==> config.mk <==
export PLATFORM = sky130hd
export DESIGN_NAME = alu_mc
export DESIGN_NICKNAME = d
export VERILOG_FILES = /design/src/rtl/alu_pkg.sv /design/src/rtl/alu_mul_iter.sv /design/src/rtl/alu_mc.sv
export SDC_FILE = /design/constraint.sdc
export NUM_CORES = 1
export LEC_CHECK = 0
export CAP_MARGIN = 0
export CORE_UTILIZATION = 35
export CTS_CLUSTER_DIAMETER = 150
export DETAILED_ROUTE_END_ITERATION = 10
export GPL_TIMING_DRIVEN = 1
export SETUP_SLACK_MARGIN = 0.15
export SLEW_MARGIN = 20
export SYNTH_ARGS = -nofsm -noshare
export SYNTH_HDL_FRONTEND = slang
export SYNTH_SLANG_ARGS = --single-unit
==> constraint.sdc <==
create_clock -name clk -period 9.01 [get_ports clk]
set_clock_uncertainty 0.15 [all_clocks]
set_input_delay 0.901 -clock clk [delete_from_list [all_inputs] [get_ports clk]]
set_output_delay 0.901 -clock clk [all_outputs]
set_load 0.02 [all_outputs]
==> src/rtl/alu_pkg.sv <==
// alu_pkg: shared op codes, FSM states and flag helpers
// for the handshaked multi-cycle ALU.
package alu_pkg;

  typedef enum logic [3:0] {
    ALU_AND  = 4'b0000,
    ALU_OR   = 4'b0001,
    ALU_ADD  = 4'b0010,
    ALU_SLL  = 4'b0011,
    ALU_SRL  = 4'b0100,
    ALU_SLTU = 4'b0101,
    ALU_SUB  = 4'b0110,
    ALU_SLT  = 4'b0111,
    ALU_MUL  = 4'b1000,
    ALU_NOR  = 4'b1100
  } alu_op_e;

  typedef enum logic [1:0] {
    IDLE = 2'd0,
    MUL  = 2'd1,
    HOLD = 2'd2
  } state_e;

  // Signed overflow from operand/result sign bits only,
  // so it is independent of the datapath width.
  function automatic logic add_ovf(
    input logic sa,
    input logic sb,
    input logic sr,
    input logic sub
  );
    logic sbe;
    sbe = sub ? ~sb : sb;
    return (sa == sbe) && (sr != sa);
  endfunction

endpackage

==> src/rtl/alu_mul_iter.sv <==
// alu_mul_iter: WIDTH-cycle shift-add multiplier,
// low WIDTH bits of the unsigned product.
module alu_mul_iter
#(
  parameter int WIDTH = 32
)
(
  input  logic             clk,
  input  logic             rst,
  input  logic             start,
  input  logic [WIDTH-1:0] a,
  input  logic [WIDTH-1:0] b,
  output logic             done,
  output logic [WIDTH-1:0] p
);

  localparam int SHW = $clog2(WIDTH);

  logic             busy;
  logic [SHW-1:0]   cnt;
  logic [WIDTH-1:0] mc;
  logic [WIDTH-1:0] mp;
  logic [WIDTH-1:0] acc;

  // p is the accumulator after the current step, so the
  // caller can capture it on the same edge as the last step.
  assign p    = acc + (mp[0] ? mc : '0);
  assign done = busy && (cnt == SHW'(WIDTH - 1));

  always_ff @(posedge clk) begin
    if (rst) begin
      busy <= 1'b0;
      cnt  <= '0;
      mc   <= '0;
      mp   <= '0;
      acc  <= '0;
    end else if (start) begin
      busy <= 1'b1;
      cnt  <= '0;
      mc   <= a;
      mp   <= b;
      acc  <= '0;
    end else if (busy) begin
      acc <= p;
      mc  <= mc << 1;
      mp  <= mp >> 1;
      cnt <= cnt + 1'b1;
      if (done) busy <= 1'b0;
    end
  end

endmodule

==> src/rtl/alu_mc.sv <==
// alu_mc: valid/ready ALU with single-cycle logic/arith ops,
// an iterative multiply and a registered result channel.
module alu_mc
  import alu_pkg::*;
#(
  parameter int WIDTH = 32
)
(
  input  logic             clk,
  input  logic             rst,
  input  logic             in_valid,
  output logic             in_ready,
  input  logic [WIDTH-1:0] a,
  input  logic [WIDTH-1:0] b,
  input  logic [3:0]       op,
  output logic             out_valid,
  input  logic             out_ready,
  output logic [WIDTH-1:0] r,
  output logic             zero,
  output logic             ovf,
  output logic             err
);

  localparam int SHW = $clog2(WIDTH);

  state_e           state;
  state_e           nxt;
  logic             fire;
  logic             is_mul;
  logic             mul_done;
  logic [WIDTH-1:0] mul_p;
  logic [WIDTH-1:0] res;
  logic             res_ovf;
  logic             res_err;
  logic [WIDTH-1:0] sum;
  logic [WIDTH-1:0] dif;
  logic [SHW-1:0]   sh;

  assign in_ready  = (state == IDLE) || ((state == HOLD) && out_ready);
  assign out_valid = (state == HOLD);
  assign fire      = in_valid && in_ready;
  assign is_mul    = (op == ALU_MUL);
  assign sum       = a + b;
  assign dif       = a - b;
  assign sh        = b[SHW-1:0];

  alu_mul_iter #(.WIDTH(WIDTH)) u_mul (
    .clk   (clk),
    .rst   (rst),
    .start (fire && is_mul),
    .a     (a),
    .b     (b),
    .done  (mul_done),
    .p     (mul_p)
  );

  always_comb begin
    res     = '0;
    res_ovf = 1'b0;
    res_err = 1'b0;
    unique case (op)
      ALU_AND:  res = a & b;
      ALU_OR:   res = a | b;
      ALU_NOR:  res = ~(a | b);
      ALU_ADD: begin
        res     = sum;
        res_ovf = add_ovf(a[WIDTH-1], b[WIDTH-1], sum[WIDTH-1], 1'b0);
      end
      ALU_SUB: begin
        res     = dif;
        res_ovf = add_ovf(a[WIDTH-1], b[WIDTH-1], dif[WIDTH-1], 1'b1);
      end
      ALU_SLL:  res = a << sh;
      ALU_SRL:  res = a >> sh;
      ALU_SLT:  res = {{(WIDTH-1){1'b0}}, $signed(a) < $signed(b)};
      ALU_SLTU: res = {{(WIDTH-1){1'b0}}, a < b};
      ALU_MUL:  res = '0;
      default:  res_err = 1'b1;
    endcase
  end

  always_comb begin
    nxt = state;
    unique case (state)
      IDLE: if (fire) nxt = is_mul ? MUL : HOLD;
      MUL:  if (mul_done) nxt = HOLD;
      HOLD: begin
        if (fire) nxt = is_mul ? MUL : HOLD;
        else if (out_ready) nxt = IDLE;
      end
      default: nxt = IDLE;
    endcase
  end

  always_ff @(posedge clk) begin
    if (rst) state <= IDLE;
    else     state <= nxt;
  end

  always_ff @(posedge clk) begin
    if (rst) begin
      r    <= '0;
      zero <= 1'b0;
      ovf  <= 1'b0;
      err  <= 1'b0;
    end else if (fire && !is_mul) begin
      r    <= res;
      zero <= (res == '0);
      ovf  <= res_ovf;
      err  <= res_err;
    end else if (mul_done) begin
      r    <= mul_p;
      zero <= (mul_p == '0);
      ovf  <= 1'b0;
      err  <= 1'b0;
    end
  end

endmodule

After elaboration in Yosys (flattened, before gate mapping)
Index checks and enable logic that the tools add are counted.

operators by class
  add/subtract/negate cells = 4
  magnitude comparators = 2
  equality and inequality tests = 19
  shifts and indexed selects = 2
  mux-type cells = 24
  bitwise operators = 4
  reductions and logical operators = 18

operators with widths
  kind                 count
  $pmux 32 s9          1
  $mux 32              7
  $add 32x32->32       2
  $logic_not 32->1     2
  $lt 32x32->1         2
  $and 32x32->32       1
  $not 32->32          1
  $or 32x32->32        1
  $shl 32x5->32        1
  $shr 32x5->32        1
  $sub 32x32->32       1
  $eq 4x3->1 const B   4
  $mux 2               5
  $reduce_or 10->1     1
  $mux 1               9
  $eq 4x2->1 const B   2
  $eq 4x4->1 const B   2
  $logic_and 1x1->1    7
  $pmux 2 s3           1
  $add 5x1->5 const B  1
  $eq 5x5->1 const B   1
  $eq 4x1->1 const B   1
  $logic_not 4->1      1
  $ne 2x2->1 const B   2
  13 further kinds     16

word-level totals
  register bits after elaboration = 139
  bits of input ports = 72
  output and inout port bits = 37
  logic and storage cells = 83

Logic depth before layout (Yosys ltp)
Gate-level depths: netlist of run 1.

  word-level depth = 6
  mapped depth = 20
  gate-level depth less buffers = 16

By module
From an unflattened synthesis of run 1, not the netlist that was laid out.

unflattened totals
  cell total of the unflattened synthesis = 2446
  area, all modules = 18308.8 um^2

modules (own cells, without submodules)
  module        instances  cells an instance  area an instance (um^2)  seq. area each (um^2)
  alu_mc        1          1627               11816.3                  740.7
  alu_mul_iter  1          819                6492.5                   2042.0

Least setup slack after synthesis of run 1
OpenSTA, ideal clock, no wires.

  kind = input to register
  start point = input port b[1]
  end point = register zero
  library setup time = 74 ps
  arrival time = 5094 ps
  data required time = 8786 ps
  path slack = 3692 ps
  stages on the path = 18
  buffers on the path = 4
  cells stage by stage = clkbuf_1 inv_1 buf_2 buf_1 clkbuf_1 fa_1 nor2b_1 o2111ai_1 nand2_1 a221o_1 a2111o_1 a2111o_1 nor3_2 nand4_1 or4_1 nor4_2 nand3_1 a31oi_1

on the way
  word-level cells in the longest chain between the ends = 5
  elaborated cells on any way between the ends = 12
  classes of those cells = add/sub (2); order compare (2); shift (2); mux (2); bitwise (3); reduce/logical (1)

RTL lines
  what                                                    line           source
  from (decl)                                             alu_mc.sv:14   input logic [WIDTH-1:0] b,
  branches (longest 2 deep; another with $sub 32x32->32)  --
  $pmux 32 s9 (*)                                         alu_mc.sv:61   unique case (op)
  $logic_not 32->1 (*)                                    alu_mc.sv:108  zero <= (res == '0);
  $mux 1 (*)                                              alu_mc.sv:106  end else if (fire && !is_mul) begin
  to (signal assigned)                                    alu_mc.sv:108
  to (signal assigned)                                    alu_mc.sv:113  zero <= (mul_p == '0);
  to (decl)                                               alu_mc.sv:19   output logic zero,

Mark *: on every way between the ends.
A chain may end at the register's enable or synchronous reset.

Worst setup path after layout of run 1
  start point = input port a[11]
  end point = register zero

on the way
  word-level cells in the longest chain between the ends = 5
  elaborated cells on any way between the ends = 12
  classes of those cells = add/sub (2); order compare (2); shift (2); mux (2); bitwise (3); reduce/logical (1)

RTL lines
  what                                                    line           source
  from (decl)                                             alu_mc.sv:13   input logic [WIDTH-1:0] a,
  branches (longest 2 deep; another with $sub 32x32->32)  --
  $pmux 32 s9 (*)                                         alu_mc.sv:61
  $logic_not 32->1 (*)                                    alu_mc.sv:108
  $mux 1 (*)                                              alu_mc.sv:106

Marked as above.

==> flow_summary_export.csv, run 1 <==
group,metric,value,unit
run_status,outcome,"complete, no violations",
global_route,grt_max_degree,69,
detailed_routing,num_vias,18600,
logic_synthesis,synthSimpleGateAreaFrac,20.3,%
placement,place_hpwl,61100,um
worst_setup_path,critPathCaptureType,"register",
logic_synthesis,netlist_instances,2298,
worst_setup_path,crit_chain,"clkdlybuf4s50_1 -> inv_1 -> ha_1 -> inv_1 -> a21oi_1 -> o311ai_0 -> a311oi_1 -> buf_4 -> o311ai_0 -> buf_4 -> o211ai_1 -> nor3_2 -> nand4_1 -> or4_1 -> nor4_2 -> nand3_1 -> a31oi_1",
final_layout,area_delta_synth_final,11.5,%
clock_tree,cts_buffers,17,
floorplan,dieArea,0.0495,sq mm
clock_tree,clkTransAtPathRegs,0.06,ns
final_layout,fillCellCount,5040,
global_route,grt_pass1_wl,117000,um
power,switching_share,41.4,%
power,p_int,1320,uW
logic_synthesis,synth_mux_area_share,14.3,%
timing,worst_pin_slew,1.27,ns
power,seqPwrFrac,29.0,%
floorplan,rows,80,
logic_synthesis,avgSynthCellArea,7.41,sq um
global_route,grt_antenna_before_repair,2,
placement,gp_congestion,1.09,
power,power_switching,931,uW
clock_tree,cts_tree,"done",
logic_synthesis,synthXorXnorAreaFrac,2.42,%
timing,rsz0062_at_grt,"no",
run,cap_viol_max_count,0,
detailed_routing,via_per_inst,6.38,
logic_synthesis,ys_async_sr_fraction,0,%
clock_tree,cts_root_buffer,"clkbuf_16",
logic_synthesis,synth_edf_count,0,
floorplan,ios,109,
final_layout,drive_gt1_share,7.45,%
floorplan,die_height,223,um
clock_tree,ctsResizeCount,0,
worst_setup_path,worst-endpoint-required,9.27,ns
logic_synthesis,synth_compound_area_share,29.1,%
logic_synthesis,synth.area.top_cells,"dfxtp_1 (16%), ha_1 (10%), mux2i_1 (8.2%)",
placement,dpl-instance-area,0.0184,sq mm
logic_synthesis,synth_warnings,0,
detailed_routing,wirelength,79500,um
clock_tree,cts.sinks,139,
logic_synthesis,synth_ff_type,"dfxtp_1",
power,p_per_area,118,mW/mm^2
floorplan,coreArea,0.0478,sq mm
timing,clock.fmax,160,MHz
logic_synthesis,ys_ff_latch,139,
logic_synthesis,syn_nets,2515,
worst_setup_path,cp.arrival,6.51,ns
worst_setup_path,critical_path_class,"in2reg",
worst_setup_path,path_max_fanout,15,
floorplan,start_util,35.6,%
logic_synthesis,syn_area,0.0170,sq mm
timing,slew_headroom,14.5,%
logic_synthesis,synth_top_family_by_area,"compound AO/OA/AOI/OAI gates",
timing,period_needed,6.25,ns
timing,period_share,69.4,%
clock_tree,postCtsHoldBufs,0,
worst_setup_path,startpoint_type,"input port",
detailed_routing,post-route-drc-count,0,
logic_synthesis,synth_fa_ha_area_share,10.8,%
power,ir_drop,0.0855,mV
timing,slew_viol_final,0,
power,p_leak,0.00731,uW
timing,setup_viol,0,
detailed_routing,antenna_left,0,
timing,whs,0.306,ns
logic_synthesis,synthMostInstantiatedCell,"nor2_1",
timing,setup-tns-final,0,ns
hold_path,min_path_type,"reg2reg",
timing,hold_viol,0,
worst_setup_path,cpPeakStageDelay,0.93,ns
logic_synthesis,yosysUniqueCellTypes,85,
power,combinationalPowerShare,38.6,%
clock_tree,post-cts-setup-buffers,0,
logic_synthesis,yosys-top-cells-count,"nor2_1 (301), nand2_1 (188), a21oi_1 (169), ha_1 (142), clkbuf_1 (141)",
logic_synthesis,synth_top_area_share,16.3,%
final_layout,final_nets,2498,
worst_setup_path,critPathSlowestCell,"clkdlybuf4s50_1",
global_route,grt-ovfl-total,0,
detailed_routing,wl_per_cell,27.3,um
placement,port_buffers,108,
logic_synthesis,synth_largest_area_cell,"dfxtp_1",
detailed_routing,dr.pass1.iters,6,
clock_tree,cts.htree.levels,4,
floorplan,chipWidth,223,um
detailed_routing,first_iter_violations,2439,
clock_tree,clk_path_buf_depth,2,
clock_tree,clk_latency,0.49,ns
global_route,grt_usage,31.7,%
global_route,first_global_vias,17600,
power,p_clk_share,32.4,%
logic_synthesis,ys_seq_area_share,16.3,%
final_layout,fin_area,0.0190,sq mm
-- layer usage --
metal / share of wire, % / vias to the layer above / global-route usage, %
met4: 5.4 / 0 / 15.7
li1: - / 8486 / -
met3: 8.8 / 189 / 6.59
met2: 43 / 977 / 48.9
met5: 0 / - / 0
met1: 42 / 8908 / 41.8
-- state kept, by name, summed over array words and instances, names as in the netlist --
| register | cells |
|---|---|
| state | 2 |
| err | 1 |
| u_mul.acc | 32 |
| u_mul.mp | 32 |
| u_mul.mc | 32 |
| u_mul.busy | 1 |
| u_mul.cnt | 5 |
| ovf | 1 |
| zero | 1 |
| r | 32 |
-- per-stage QoR --
step	power [uW]	utilization (%)	std cells	setup WS, ns
after CTS	2240	39.7	2909	2.91
after detailed placement	1500	38.5	2877	2.40
final	2250	39.7	2910	2.76
after global placement	1510	38.5	2877	2.22
after global routing	2340	39.7	2909	2.69
after floorplan	1170	-	2298	3.69
-- logic make-up (layout without fill, tap and decap cells) --
group           count (synthesis)  in the layout
simple gates                  757            757
fa+ha+maj                     145            145
xor+xnor                       47             47
buf+inv                       291            287
other cells                     0              1
compound gates                715            715
mux                           204            204
flops                         139            139
-- worst max-delay path: cells and delay by family --
kind            cells  cell delay [ns]
compound gates      6             1.62
fa+ha+maj           1             0.55
buf+inv             5             1.76
simple gates        5             1.66
-- power by group through the flow --
stage                     Sequential, uW  Combinational [uW]  Clock [uW]
after detailed placement             667                 836           0
final                                653                 868         729
after floorplan                      677                 495           0
after global placement               666                 842           0
after global routing                 656                 910         774
after CTS                            653                 840         750
-- placed cells by master, fill, tap and decap left out, drive strengths merged, types with 22 or more instances in the layout --
cell,count
o21ai,84
o211ai,25
nor3,52
a22oi,27
and2,40
o22ai,34
a21oi,169
nand4,25
mux4,27
nor2,301
clkdlybuf4s50,102
nand3,44
a211oi,131
inv,119
nand2,189
o221ai,22
ha,142
a21o,35
mux2,36
xnor2,35
mux2i,141
buf,40
dfxtp,139
-- layout make-up --
class | count | area [sq um] | area share (%)
Antenna cell | 1 | 2.50 | 0.0132
Clock buffer | 18 | 429 | 2.26
Clock inverter | 14 | 153 | 0.804
Inverter | 113 | 424 | 2.23
Multi-Input combinational cell | 1868 | 13100 | 69.1
Sequential cell | 139 | 2790 | 14.7
Tap cell | 615 | 769 | 4.05
Timing Repair Buffer | 142 | 1310 | 6.90
-- path summary, 6_finish.rpt --
check	cells after the start	startpoint	slack (ns)	end
worst min-delay path	2	err$_SDFFE_PP0P_	0.31	err$_SDFFE_PP0P_
worst max-delay path	17	a[11]	2.76	zero$_SDFFE_PP0P_
worst max register to register	15	u_mul.mp[0]$_SDFFE_PP0P_	3.99	zero$_SDFFE_PP0P_
worst min register to register	2	err$_SDFFE_PP0P_	0.31	err$_SDFFE_PP0P_
No activity file was read; power rests on OpenSTA's default activity.
==> run 2: changes to the inputs <==
==> constraint.sdc (replaced) <==
create_clock -name clk -period 6.06 [get_ports clk]
set_clock_uncertainty 0.15 [all_clocks]
set_input_delay 0.606 -clock clk [delete_from_list [all_inputs] [get_ports clk]]
set_output_delay 0.606 -clock clk [all_outputs]
set_load 0.02 [all_outputs]
==> flow_summary_export.csv, run 2 (synthesized netlist as in run 1, its figures left out) <==
group,metric,value,unit
run_status,outcome,"complete, no violations",
timing,setup-tns-final,0,ns
final_layout,seq_area,0.00279,sq mm
detailed_routing,wirelength,81900,um
clock_tree,clk_path_buf_depth,2,
floorplan,die_height,223,um
worst_setup_path,critPathCaptureType,"register",
final_layout,multi_input_area,0.0131,sq mm
hold_path,min_path_type,"reg2reg",
power,p_leak,0.00759,uW
clock_tree,post-cts-setup-buffers,0,
floorplan,coreArea,0.0478,sq mm
global_route,first_global_vias,18100,
global_route,grt-ovfl-total,0,
worst_setup_path,path_max_fanout,6,
final_layout,area_delta_synth_final,14.2,%
placement,port_buffers,108,
timing,rsz0062_at_grt,"no",
clock_tree,clkTransAtPathRegs,0.07,ns
floorplan,ios,109,
final_layout,fillCellCount,4997,
worst_setup_path,startpoint_type,"input port",
clock_tree,postCtsHoldBufs,0,
timing,setup_viol,0,
clock_tree,cts.sinks,139,
detailed_routing,first_iter_violations,2246,
final_layout,drive_gt1_share,9.69,%
floorplan,chipWidth,223,um
clock_tree,cts_root_buffer,"clkbuf_16",
timing,whs,0.319,ns
power,ir_drop,0.155,mV
clock_tree,clk_latency,0.50,ns
global_route,grt_pass1_wl,121000,um
detailed_routing,via_per_inst,6.36,
detailed_routing,wl_per_cell,27.6,um
run,cap_viol_max_count,0,
timing,slew_viol_final,0,
clock_tree,ctsResizeCount,0,
detailed_routing,post-route-drc-count,0,
power,total_power,3450,uW
timing,worst_pin_slew,0.960,ns
power,p_per_area,178,mW/mm^2
floorplan,rows,80,
floorplan,start_util,35.6,%
timing,clock.fmax,196,MHz
placement,gp_congestion,1.03,
final_layout,final_cell_mix,"nor2_1 (299), nand2_1 (186), a21oi_1 (169)",
placement,place_hpwl,63500,um
timing,period_share,84.2,%
global_route,grt_max_degree,67,
final_layout,final_nets,2557,
floorplan,dieArea,0.0495,sq mm
clock_tree,cts.htree.levels,4,
global_route,grt_antenna_before_repair,4,
worst_setup_path,cp.arrival,5.37,ns
detailed_routing,antenna_left,0,
final_layout,layout_commonest_cell,"nor2_1",
timing,slew_headroom,34.3,%
worst_setup_path,worst-endpoint-required,6.33,ns
detailed_routing,num_vias,18900,
timing,period_needed,5.10,ns
global_route,grt_usage,32.6,%
clock_tree,cts_tree,"done",
clock_tree,cts_buffers,17,
timing,hold_viol,0,
worst_setup_path,critical_path_class,"in2reg",
detailed_routing,dr.pass1.iters,6,
-- run 2: area by class of cell --
type,count,share of cell area (%)
Timing Repair Buffer,201,9.02
Clock buffer,19,2.23
Multi-Input combinational cell,1868,67.4
Antenna cell,1,0.0129
Sequential cell,139,14.3
Inverter,113,2.18
Tap cell,615,3.96
Clock inverter,12,0.849
-- run 2: routing by layer --
layer | track usage (%) | part of all wire, %
met5 | 0 | 0.016
met3 | 6.94 | 9.0
met4 | 14.1 | 4.7
met2 | 51.4 | 44
met1 | 42.5 | 42
-- run 2: path summary, 6_finish.rpt --
check,cells past startpoint,startpoint,to,slack (ns)
max,14,a[20],zero$_SDFFE_PP0P_,0.96
min,2,err$_SDFFE_PP0P_,err$_SDFFE_PP0P_,0.32
max reg2reg,15,u_mul.mp[0]$_SDFFE_PP0P_,zero$_SDFFE_PP0P_,1.12
min reg2reg,2,err$_SDFFE_PP0P_,err$_SDFFE_PP0P_,0.32
-- run 2: stage by stage --
step	utilization (%)	std cells	worst slack, ns	instance area, sq um
6_report	40.7	2968	0.956	19500
5_1_grt	40.7	2967	0.729	19400
4_1_cts	40.7	2967	1.07	19400
3_5_place_dp	39.4	2936	0.542	18900
3_3_place_gp	39.4	2936	0.588	18900
2_1_floorplan	-	2298	1.04	17000
-- run 2: report_power, final --
group | total [uW] | switching, uW | internal (uW) | leakage [uW]
sequential | 972 | 26.0 | 946 | 0.00113
clock | 1140 | 493 | 649 | 0.000281
combinational | 1340 | 872 | 468 | 0.00618
total | 3450 | 1390 | 2060 | 0.00759
-- run 2: critical path, cell delays in order --
cell and delay (ns):
clkdlybuf4s50_1 0.65, buf_4 0.29, mux2_2 0.32, mux4_2 0.55
nand2_1 0.09, o21ai_1 0.17, a2111oi_0 0.89, nand4_1 0.30
nor3_2 0.21, nand4_1 0.21, or4_1 0.57, nor4_2 0.21
nand3_1 0.12, a31oi_1 0.17
